--- src/rtl/keccak_cmd_sequencer.sv ---
// Expands one SHAKE request into core/in-adapter/out-adapter commands; KECCAK_CMD_SEQUENCER_STATS_EN adds done_count/done_pulse.
// Latency: one command per cycle, 4..6 cycles from request accept back to IDLE.
// Backpressure: each command holds stable until consumed; stalls in place, no request accepted until IDLE.
module keccak_cmd_sequencer #(
    parameter int BlockCntW = 9
) (
    input  logic                 clk,
    input  logic                 rst,
    input  logic [BlockCntW+18:0] req,
    input  logic                 req_isReady,
    output logic                 req_canReceive,
    output logic [BlockCntW+4:0] k__cmd,
    output logic                 k__cmd_isReady,
    input  logic                 k__cmd_canReceive,
    output logic [10:0]          k_in__cmd,
    output logic                 k_in__cmd_isReady,
    input  logic                 k_in__cmd_canReceive,
    output logic [1:0]           k_out__cmd,
    output logic                 k_out__cmd_isReady,
    input  logic                 k_out__cmd_canReceive,
    output logic                 busy
`ifdef KECCAK_CMD_SEQUENCER_STATS_EN
    ,
    output logic [15:0]          done_count,
    output logic                 done_pulse
`endif
);

    typedef struct packed {
        logic                 is128;
        logic                 sample;
        logic                 has_prefix;
        logic [7:0]           prefix;
        logic [7:0]           zero_cnt;
        logic [BlockCntW-1:0] out_blocks;
    } req_t;

    typedef enum logic [2:0] {
        IDLE,
        KCMD,
        IN_PREFIX,
        IN_FWD,
        IN_ZEROS,
        OUT
    } state_t;

    localparam logic [1:0] IN_SEND_BYTE  = 2'b00;
    localparam logic [1:0] IN_SEND_ZEROS = 2'b01;
    localparam logic [1:0] IN_FORWARD    = 2'b10;

    state_t state_q, state_d;
    req_t   req_q, req_d;
    logic   has_zeros;

    always_ff @(posedge clk) begin
        if (rst) begin
            state_q <= IDLE;
            req_q   <= '0;
        end else begin
            state_q <= state_d;
            req_q   <= req_d;
        end
    end

    assign has_zeros = (req_q.zero_cnt != 8'h00);
    assign busy      = (state_q != IDLE);

    // Data buses are zero whenever their isReady is low, so every output defaults to zero here.
    always_comb begin
        state_d            = state_q;
        req_d              = req_q;
        req_canReceive     = 1'b0;
        k__cmd             = '0;
        k__cmd_isReady     = 1'b0;
        k_in__cmd          = '0;
        k_in__cmd_isReady  = 1'b0;
        k_out__cmd         = '0;
        k_out__cmd_isReady = 1'b0;
        case (state_q)
            IDLE: begin
                req_canReceive = 1'b1;
                if (req_isReady) begin
                    req_d   = req;
                    state_d = KCMD;
                end
            end
            KCMD: begin
                k__cmd_isReady = 1'b1;
                k__cmd         = {req_q.is128, 3'b000, req_q.out_blocks, 1'b1};
                if (k__cmd_canReceive)
                    state_d = req_q.has_prefix ? IN_PREFIX : IN_FWD;
            end
            IN_PREFIX: begin
                k_in__cmd_isReady = 1'b1;
                k_in__cmd         = {req_q.prefix, 1'b1, IN_SEND_BYTE};
                if (k_in__cmd_canReceive)
                    state_d = IN_FWD;
            end
            IN_FWD: begin
                // The forwarded stream is the last input unless zero padding follows it.
                k_in__cmd_isReady = 1'b1;
                k_in__cmd         = {8'h00, has_zeros, IN_FORWARD};
                if (k_in__cmd_canReceive)
                    state_d = has_zeros ? IN_ZEROS : OUT;
            end
            IN_ZEROS: begin
                k_in__cmd_isReady = 1'b1;
                k_in__cmd         = {req_q.zero_cnt, 1'b0, IN_SEND_ZEROS};
                if (k_in__cmd_canReceive)
                    state_d = OUT;
            end
            OUT: begin
                k_out__cmd_isReady = 1'b1;
                k_out__cmd         = {1'b0, req_q.sample};
                if (k_out__cmd_canReceive)
                    state_d = IDLE;
            end
            default: begin
                state_d = IDLE;
            end
        endcase
    end

`ifdef KECCAK_CMD_SEQUENCER_STATS_EN
    logic [15:0] done_count_q, done_count_d;

    assign done_pulse = (state_q == OUT) && k_out__cmd_canReceive;
    assign done_count = done_count_q;

    always_comb begin
        done_count_d = done_count_q;
        if (done_pulse)
            done_count_d = done_count_q + 16'd1;
    end

    always_ff @(posedge clk) begin
        if (rst)
            done_count_q <= '0;
        else
            done_count_q <= done_count_d;
    end
`endif

endmodule

--- config.mk ---
export PLATFORM = sky130hd
export DESIGN_NAME = keccak_cmd_sequencer
export DESIGN_NICKNAME = d
export VERILOG_FILES = /design/src/rtl/keccak_cmd_sequencer.sv
export SDC_FILE = /design/constraint.sdc
export NUM_CORES = 1
export LEC_CHECK = 0
export ABC_CLOCK_PERIOD_IN_PS = 1750
export CAP_MARGIN = 20
export CORE_MARGIN = 2
export CORE_UTILIZATION = 41
export CTS_CLUSTER_SIZE = 16
export DETAILED_ROUTE_END_ITERATION = 7
export PLACE_DENSITY_LB_ADDON = 0.3
export SETUP_SLACK_MARGIN = 0.2
export SYNTH_ARGS = -nofsm -noshare
export SYNTH_HDL_FRONTEND = slang
export SYNTH_SLANG_ARGS = --single-unit
--- constraint.sdc ---
create_clock -name clk -period 1.75 [get_ports clk]
set_input_delay 0.2625 -clock clk [delete_from_list [all_inputs] [get_ports clk]]
set_output_delay 0.2625 -clock clk [all_outputs]
set_load 0.01 [all_outputs]
==> flow_metrics.py, run 1 <==
metrics = {
    "outcome": {
        "status": "finished, final reports clean",
    },
    "yosys": {
        "netlist_area_um2": 1498,
        "yosys.cell_types.count": 27,
        "synth_edf_count": 0,
        "ys_seq_elements": 31,
        "syn-mean-instance-area_um2": 7.564,
        "synth_cells": 198,
        "ys_seq_area_frac": 0.4144,
        "async_reset_ff_frac": 0,
        "synth_ff_type": "dfxtp_1",
        "ys_warn_count": 0,
    },
    "grt": {
        "antenna_found_initial": 0,
        "grt_pass1_wl_um": 6568,
        "grt_pass1_vias": 1445,
        "grt_use_total": 0.2052,
        "grt-ovfl-total": 0,
        "grt_max_degree": 32,
    },
    "placement": {
        "post-dp-hpwl_um": 2495,
        "place_inst": 301,
        "placed_area_um2": 2163,
        "io_buffers": 61,
        "gp_congestion": 0.9031,
    },
    "sta": {
        "slew_violations": 0,
        "setup_tns_ps": 0,
        "rsz0062_at_grt": "yes",
        "fin_crit_sh": 0.9496,
        "fin_worst_hold_slack_ps": 457.2,
        "final.min_clock_period_ps": 1662,
        "setup_violations": 0,
        "skew_ps": 11.23,
        "fmaxAchievable_ghz": 0.6018,
        "hold_viol_final": 0,
    },
    "floorplan": {
        "boundaryPins": 66,
        "dieArea_um2": 4153,
        "die_w_um": 64.44,
        "core_area_um2": 3416,
        "rows": 21,
        "start_util": 0.4385,
        "die_y_um": 64.44,
    },
    "layout": {
        "nets": 302,
        "final_cell_area_um2": 2303,
        "final_layout_size_suffix_gt1_frac": 0.2937,
        "syn_to_final_growth_pct": 53.80,
        "num-fill-cells": 313,
        "diodes": 0,
        "stdcell_count": 315,
        "final_util": 0.6744,
    },
    "drt": {
        "wire_per_inst_um": 13.08,
        "via_per_inst": 4.943,
        "vias": 1557,
        "wirelength_um": 4121,
        "drt_first_pass_iters": 4,
        "drt-initial-drc-count": 92,
        "drtAntennaViolNets": 0,
        "drcViolationCount": 0,
    },
    "clocking": {
        "cts_buffers": 5,
        "root_buffer": "clkbuf_4",
        "clk_path_buf_depth": 2,
        "numClockSinks": 31,
        "cts_tree": "built",
        "clkSlewWorstSetupHoldPaths_ps": 100,
        "insertion_delay_ps": 340,
        "htreeDepth": 2,
        "cts_hold_buffers": 0,
    },
    "critical_path": {
        "cp.required_ps": 1490,
        "worstPathMaxFanout": 8,
        "timing_worst_setup_path_type": "register to output pin",
        "crit_path_start_kind": "register",
        "cp.arrival_ps": 1400,
        "cp-end-kind": "output pin",
    },
    "pwr": {
        "max-vdd-ir-drop_uv": 489.6,
        "pwr_density_cell_nw_per_um2": 710.7,
        "p_leak_nw": 0.9711,
    },
    "flow_run": {
        "max_cap_violations": 0,
    },
    "min_path": {
        "worst_hold_path_type": "register to register",
    },
}
-- cell type report --
| cell class | count | area (um^2) | share of cell area |
|---|---|---|---|
| clock buffer | 7 | 45.04 | 0.01955 |
| sequential | 31 | 628.1 | 0.2727 |
| multi-input combinational | 148 | 830.8 | 0.3607 |
| tap | 46 | 57.56 | 0.02499 |
| timing repair buffer | 80 | 729.5 | 0.3167 |
| clock inverter | 1 | 5.005 | 0.002173 |
| inverter | 2 | 7.507 | 0.003259 |
-- power breakdown --
group	internal [mW]	switching, mW
Sequential	0.754	0.0384
Clock	0.156	0.250
Combinational	0.237	0.201
-- Yosys cell counts (2+ instances only) --
cell | instances | share of area
nand2_1 | 63 | 0.16
buf_2 | 6 | 0.020
inv_1 | 2 | 0.0050
a21oi_1 | 29 | 0.097
and2_1 | 11 | 0.046
clkbuf_1 | 5 | 0.013
buf_4 | 7 | 0.035
dfxtp_1 | 31 | 0.41
a22oi_1 | 9 | 0.045
nor2_1 | 11 | 0.028
nor3b_1 | 2 | 0.010
nor2b_1 | 3 | 0.013
nor3_1 | 2 | 0.0067
nand2b_1 | 3 | 0.013
buf_6 | 2 | 0.015
-- cell usage in the layout (no fill, tap or decap), drive strengths merged --
cell,n
nor3,3
dfxtp,31
a22oi,9
mux2,1
o21ai,1
and3,1
a221oi,1
a31oi,1
a311o,1
buf,46
clkbuf,8
a21oi,29
inv,2
and2,11
nor4,2
nand2b,3
nand2,63
a221o,1
nor2b,3
conb,4
clkdlybuf4s50,33
clkinv,1
o22ai,1
nor3b,2
nor2,11
-- metal layers --
layer,GRT usage,vias up,routed length (um)
met1,0.2625,710,1775
met5,0,-,0
met4,0.1197,0,80
met2,0.3151,55,2018
li1,-,783,-
met3,0.04861,9,247
-- critical path, cell delays in order, from the launching register on --
cell,delay (ps)
dfxtp_2,340
buf_6,140
buf_4,140
buf_4,130
nor3_4,130
inv_1,50
buf_2,130
-- repair_timing --
item | in CTS | in global routing
setup buffers | 3 | 1
gates cloned | 1 | 1
pin swaps | 18 | 5
gates resized for setup | 138 | 20
setup endpoints to repair | 28 | 57
-- worst paths after layout --
path	slack, ps	from	depth (start not counted)	to
setup / recovery	90	state_q[2]	6	busy
hold / removal	460	req_q[2]	2	req_q[2]
setup reg to reg	150	state_q[2]	9	req_q[4]
hold reg to reg	460	req_q[2]	2	req_q[2]
-- sequential cells by signal, summed over array words and instances (netlist names) --
name	count
state_q	3
req_q	28
-- cells by family after synthesis --
group | count (synthesis) | synth area share
buf+inv | 22 | 0.08772
flops | 31 | 0.4144
simple gates | 99 | 0.3108
compound gates | 44 | 0.1771
mux | 1 | 0.007518
other cells | 1 | 0.002504
-- through the flow --
step	power, mW	setup WS (ps)
after floorplan	1.014	338.4
after global placement	1.184	6.711
after detailed placement	1.186	0.5730
after CTS	1.594	70.85
after global routing	1.725	18.76
final	1.637	88.22
(Power assumes the default switching activity.)
==> run 2: changes to the inputs <==
--- a/config.mk
+++ b/config.mk
@@ -5,12 +5,13 @@
 export SDC_FILE = /design/constraint.sdc
 export NUM_CORES = 1
 export LEC_CHECK = 0
+export ABC_AREA = 1
 export ABC_CLOCK_PERIOD_IN_PS = 1750
 export CAP_MARGIN = 20
-export CORE_MARGIN = 2
 export CORE_UTILIZATION = 41
 export CTS_CLUSTER_SIZE = 16
 export DETAILED_ROUTE_END_ITERATION = 7
+export HOLD_SLACK_MARGIN = 0.06
 export PLACE_DENSITY_LB_ADDON = 0.3
 export SETUP_SLACK_MARGIN = 0.2
 export SYNTH_ARGS = -nofsm -noshare
==> flow_metrics.py, run 2 <==
metrics = {
    "placement": {
        "gp_congestion": 0.8536,
        "preCtsSetupSlack_ps": -71.25,
        "io_buffers": 61,
        "placed_area_um2": 2105,
        "post-dp-hpwl_um": 2302,
    },
    "pwr": {
        "p_leak_nw": 0.9791,
        "max-vdd-ir-drop_uv": 682.7,
        "pwr_density_cell_nw_per_um2": 1403,
        "power_frac_comb": 0.524,
        "netSwitchingPower_mw": 1.244,
        "p_seq_frac": 0.345,
        "p_int_mw": 1.845,
        "power_frac_clock": 0.131,
        "switching_share": 0.4027,
    },
    "drt": {
        "via_per_inst": 4.782,
        "wl_met2_um": 1635,
        "drtAntennaViolNets": 0,
        "vias": 1511,
        "wl_met1_um": 1474,
        "drt_first_pass_iters": 4,
        "top_layer": "met4",
        "wirelength_um": 3387,
        "wire_per_inst_um": 10.72,
        "met3_length_um": 241,
        "drt-initial-drc-count": 57,
        "drcViolationCount": 0,
    },
    "yosys": {
        "synth_cells": 202,
        "synthTopCellsByCount": "36 x inv_1, 32 x a21oi_1, 31 x dfxtp_1",
        "ys_seq_elements": 31,
        "netlist_area_um2": 1489,
        "ys_warn_count": 0,
        "synth_ff_type": "dfxtp_1",
        "ys_seq_area_frac": 0.4168,
        "yosys.cell_types.count": 25,
        "synth_edf_count": 0,
        "yosys.area.top_type": "dfxtp_1",
        "yosysTopAreaCellShare": 0.4168,
        "synth_area_leaders": "dfxtp_1 42%, a21oi_1 11%, inv_1 9.1%, o21ai_1 7.4%, nor2_1 5.3%",
        "syn-mean-instance-area_um2": 7.371,
        "yosysMostFrequentCell": "inv_1",
        "async_reset_ff_frac": 0,
    },
    "clocking": {
        "cts_buffers": 5,
        "clk_path_buf_depth": 2,
        "insertion_delay_ps": 320,
        "root_buffer": "clkbuf_4",
        "numClockSinks": 31,
        "cts_tree": "built",
        "clkSlewWorstSetupHoldPaths_ps": 90,
        "cts_hold_buffers": 0,
        "htreeDepth": 2,
    },
    "floorplan": {
        "die_w_um": 62.26,
        "boundaryPins": 66,
        "rows": 21,
        "core_area_um2": 3416,
        "start_util": 0.4359,
        "die_y_um": 62.26,
        "dieArea_um2": 3876,
    },
    "layout": {
        "largest_reg_flops": 28,
        "regMostFlops": "req_q",
        "diodes": 0,
        "final_cell_mix": "34 x inv_1, 33 x clkdlybuf4s50_1, 32 x a21oi_1",
        "syn_to_final_growth_pct": 47.82,
        "nets": 304,
        "top_regs": "req_q x28, state_q x3",
        "final_cell_area_um2": 2201,
        "final_layout_size_suffix_gt1_frac": 0.2519,
        "final_common_cell": "inv_1",
    },
    "sta": {
        "rsz0062_at_grt": "yes",
        "fin_worst_hold_slack_ps": 456.4,
        "skew_ps": 10.10,
        "setup_violations": 0,
        "final.min_clock_period_ps": 1589,
        "slew_violations": 0,
        "fin_crit_sh": 0.9080,
        "maxSlewHeadroom": 0.5282,
        "worst_pin_slew_ps": 707.0,
        "hold_viol_final": 0,
        "fmaxAchievable_ghz": 0.6293,
        "worst_slack_ps": 161.0,
    },
    "grt": {
        "grt_pass1_wl_um": 5651,
        "grt_use_total": 0.1832,
        "grt-ovfl-total": 0,
        "grt_pass1_vias": 1364,
        "antenna_found_initial": 0,
        "grt_max_degree": 56,
    },
    "critical_path": {
        "crit_path_start_kind": "register",
        "timing_worst_setup_path_type": "register to output pin",
        "cp-end-kind": "output pin",
        "cp.arrival_ps": 1330,
        "worstPathMaxFanout": 6,
        "cp.required_ps": 1490,
    },
    "outcome": {
        "status": "finished, final reports clean",
    },
    "min_path": {
        "worst_hold_path_type": "register to register",
    },
    "flow_run": {
        "max_cap_violations": 0,
    },
}
[run 2: cell count changes after synthesis, sizes merged, moves of 4 or more]
cell and change:
nand2 -49, and2 -11, a22oi -9, nand3 +9
o22ai +7, clkbuf -4, inv +36, o21ai +27
nor2 +13
[run 2: timing repair]
action,CTS,global route
pin swaps,1,2
buffers inserted,3,2
endpoints found under the setup margin,28,30
gates cloned,1,0
gates resized for setup,121,9
[run 2: logic make-up after synthesis]
group / after synthesis / synth area share
compound gates: 68 / 0.2353
other cells: 1 / 0.002519
simple gates: 49 / 0.1748
buf+inv: 53 / 0.1706
flops: 31 / 0.4168
[run 2: power groups by stage]
| stage | logic (mW) | clock network [mW] | registers [mW] |
|---|---|---|---|
| finish | 1.62 | 0.404 | 1.07 |
| global route | 1.79 | 0.453 | 1.09 |
| CTS | 1.53 | 0.421 | 1.06 |
| detailed placement | 1.47 | 0 | 1.05 |
| global placement | 1.46 | 0 | 1.05 |
| floorplan | 0.999 | 0 | 1.03 |
[run 2: cell type report]
cell class | instances | area [um^2]
fill | 330 | 1215
multi-input combinational | 121 | 681.9
sequential | 31 | 629.4
clock inverter | 1 | 5.005
tap | 46 | 57.56
clock buffer | 6 | 51.30
inverter | 38 | 152.6
timing repair buffer | 73 | 623.1
[run 2: metrics by stage]
step           total power [mW]  utilization  std cells  TNS [ps]
5_1_grt                   3.335       0.6443        316         0
3_3_place_gp              2.505       0.6161        303    -122.2
2_1_floorplan             2.032            -        205         0
6_report                  3.088       0.6443        316         0
4_1_cts                   3.013       0.6311        314         0
3_5_place_dp              2.521       0.6161        303    -275.3
[run 2: routing by layer]
layer	vias to the layer above	track usage
li1	780	-
met1	675	0.1995
met2	51	0.3201
met3	5	0.06066
met4	0	0.08430
met5	-	0
[run 2: path summary, 6_finish.rpt]
| check | start | endpoint | slack [ps] | depth (start not counted) |
|---|---|---|---|---|
| worst max-delay path | state_q[1] | k_in__cmd[3] | 160 | 5 |
| worst min-delay path | req_q[2] | req_q[2] | 460 | 2 |
| worst max register to register | state_q[1] | req_q[16] | 310 | 8 |
| worst min register to register | req_q[2] | req_q[2] | 460 | 2 |
[run 2: critical path: stages, from the launching register on]
cell and delay, ps:
dfxtp_4 390, nor2_4 120, nand2_2 70, buf_6 140, o22ai_1 140, buf_2 160
==> run 3: changes to the inputs <==
--- a/config.mk
+++ b/config.mk
@@ -6,14 +6,15 @@
 export NUM_CORES = 1
 export LEC_CHECK = 0
 export ABC_AREA = 1
-export ABC_CLOCK_PERIOD_IN_PS = 1750
+export ABC_CLOCK_PERIOD_IN_PS = 1920
 export CAP_MARGIN = 20
-export CORE_UTILIZATION = 41
+export CORE_UTILIZATION = 45
 export CTS_CLUSTER_SIZE = 16
 export DETAILED_ROUTE_END_ITERATION = 7
 export HOLD_SLACK_MARGIN = 0.06
 export PLACE_DENSITY_LB_ADDON = 0.3
 export SETUP_SLACK_MARGIN = 0.2
+export SKIP_LAST_GASP = 1
 export SYNTH_ARGS = -nofsm -noshare
 export SYNTH_HDL_FRONTEND = slang
 export SYNTH_SLANG_ARGS = --single-unit
==> constraint.sdc (replaced) <==
create_clock -name clk -period 1.92 [get_ports clk]
set_input_delay 0.288 -clock clk [delete_from_list [all_inputs] [get_ports clk]]
set_output_delay 0.288 -clock clk [all_outputs]
set_load 0.01 [all_outputs]
==> flow_metrics.py, run 3 (synthesized netlist as in run 2, its figures left out) <==
metrics = {
    "critical_path": {
        "crit_path_start_kind": "register",
        "timing_worst_setup_path_type": "register to output pin",
        "r2r_end": "req_q[23]",
        "cp-end-kind": "output pin",
        "cp.arrival_ps": 1390,
        "worstPathMaxFanout": 11,
        "cp.required_ps": 1630,
        "reg2reg_depth": 7,
        "r2r_setup_slack_ps": 600,
        "reg2reg_from": "state_q[2]",
    },
    "sta": {
        "worst_pin_slew_ps": 746.9,
        "slew_violations": 0,
        "setup_tns_ps": 0,
        "fin_crit_sh": 0.8752,
        "hold_viol_final": 0,
        "maxSlewHeadroom": 0.5015,
        "final.min_clock_period_ps": 1680,
        "skew_ps": 8.692,
        "setup_violations": 0,
        "fmaxAchievable_ghz": 0.5951,
        "rsz0062_at_grt": "yes",
    },
    "min_path": {
        "min_path_cells": 2,
        "min_from": "req_q[26]",
        "min_to": "req_q[26]",
        "worst_hold_path_type": "register to register",
    },
    "clocking": {
        "clkSlewWorstSetupHoldPaths_ps": 90,
        "root_buffer": "clkbuf_4",
        "cts_tree": "built",
        "cts_buffers": 5,
        "numClockSinks": 31,
        "clk_path_buf_depth": 2,
        "insertion_delay_ps": 320,
        "htreeDepth": 2,
    },
    "layout": {
        "seqCellArea_um2": 629.4,
        "final_common_cell": "inv_1",
        "largest_reg_flops": 28,
        "nets": 299,
        "stdcell_count": 310,
        "regMostFlops": "req_q",
        "multi_input_area_um2": 640.6,
        "syn_to_final_growth_pct": 42.77,
        "final_layout_size_suffix_gt1_frac": 0.1579,
        "diodes": 0,
        "top_regs": "req_q x28, state_q x3",
        "final_util": 0.6851,
        "num-fill-cells": 295,
        "final_cell_mix": "35 x inv_1, 33 x clkdlybuf4s50_1, 32 x a21oi_1",
    },
    "grt": {
        "met1_usage": 0.2500,
        "grt_pass1_wl_um": 5678,
        "grt_use_met3": 0.05459,
        "antenna_found_initial": 0,
        "grt-ovfl-total": 0,
        "busiest_layer": "met2",
        "grt_pass1_vias": 1333,
        "grt_max_degree": 56,
        "grt_use_met2": 0.3820,
        "grt_use_total": 0.2146,
    },
    "drt": {
        "via_per_inst": 4.835,
        "drt-initial-drc-count": 53,
        "wirelength_um": 3445,
        "vias": 1499,
        "drt_first_pass_iters": 4,
        "drcViolationCount": 0,
        "wire_per_inst_um": 11.11,
        "drtAntennaViolNets": 0,
    },
    "flow_run": {
        "max_cap_violations": 0,
    },
    "floorplan": {
        "start_util": 0.4798,
        "die_w_um": 59.52,
        "boundaryPins": 66,
        "rows": 20,
        "core_area_um2": 3103,
        "die_y_um": 59.52,
        "dieArea_um2": 3543,
    },
    "placement": {
        "io_buffers": 61,
        "post-dp-hpwl_um": 2302,
        "gp_congestion": 0.8884,
        "place_inst": 298,
    },
    "pwr": {
        "max-vdd-ir-drop_uv": 585.2,
        "p_leak_nw": 0.9392,
        "pwr_density_cell_nw_per_um2": 1226,
    },
    "outcome": {
        "status": "finished, final reports clean",
    },
}
[run 3: where the power goes]
group	total, mW	switching, mW	internal, mW
Combinational	1.30	0.764	0.541
Sequential	0.957	0.101	0.856
Clock	0.344	0.201	0.142
Total	2.61	1.07	1.54
[run 3: area by class of cell]
class,count,area share
Sequential cell,31,0.2961
Timing Repair Buffer,68,0.2849
Clock buffer,7,0.02119
Tap cell,44,0.02590
Multi-Input combinational cell,121,0.3014
Inverter,38,0.06828
Clock inverter,1,0.002354
[run 3: stage by stage]
| step | hold slack [ps] | cell area [um^2] | power [mW] | worst slack [ps] |
|---|---|---|---|---|
| after CTS | 458.1 | 2123 | 2.595 | 136.1 |
| after global routing | 480.2 | 2126 | 2.824 | 144.0 |
| after global placement | 440.9 | 2079 | 2.251 | 123.4 |
| after detailed placement | 445.5 | 2079 | 2.272 | 74.98 |
| final | 456.0 | 2126 | 2.605 | 239.6 |
| after floorplan | 357.1 | 1500 | 1.852 | 571.2 |
[run 3: metal layers]
metal  vias to the layer above  wire, um
li1                        776         -
met1                       660      1493
met2                        58      1690
met3                         5       226
met4                         0        35
met5                         -         0
[run 3: how the worst max path moves through the flow]
stage | startpoint | endpoint | slack, ps | cells past startpoint
final | state_q[1] | k_in__cmd_isReady | 240 | 4
after global routing | state_q[1] | k_in__cmd_isReady | 140 | 4
after CTS | state_q[1] | k_in__cmd[3] | 140 | 5
after detailed placement | state_q[1] | k_in__cmd[3] | 70 | 3
after global placement | state_q[1] | k_in__cmd[10] | 120 | 3
after floorplan | state_q[2] | k__cmd[0] | 570 | 5
[run 3: timing repair]
action	CTS	global route
endpoints found under the hold margin	0	0
pin swaps	1	0
buffers inserted	4	0
gates resized for setup	60	17
setup endpoints to repair	28	14
hold buffers	0	0
[run 3: worst max-delay path, stage by stage, from the launching register on]
cell and delay, ps:
dfxtp_4 370, buf_4 160, nand3_4 160, nand3_2 100
dlygate4sd2_1 300
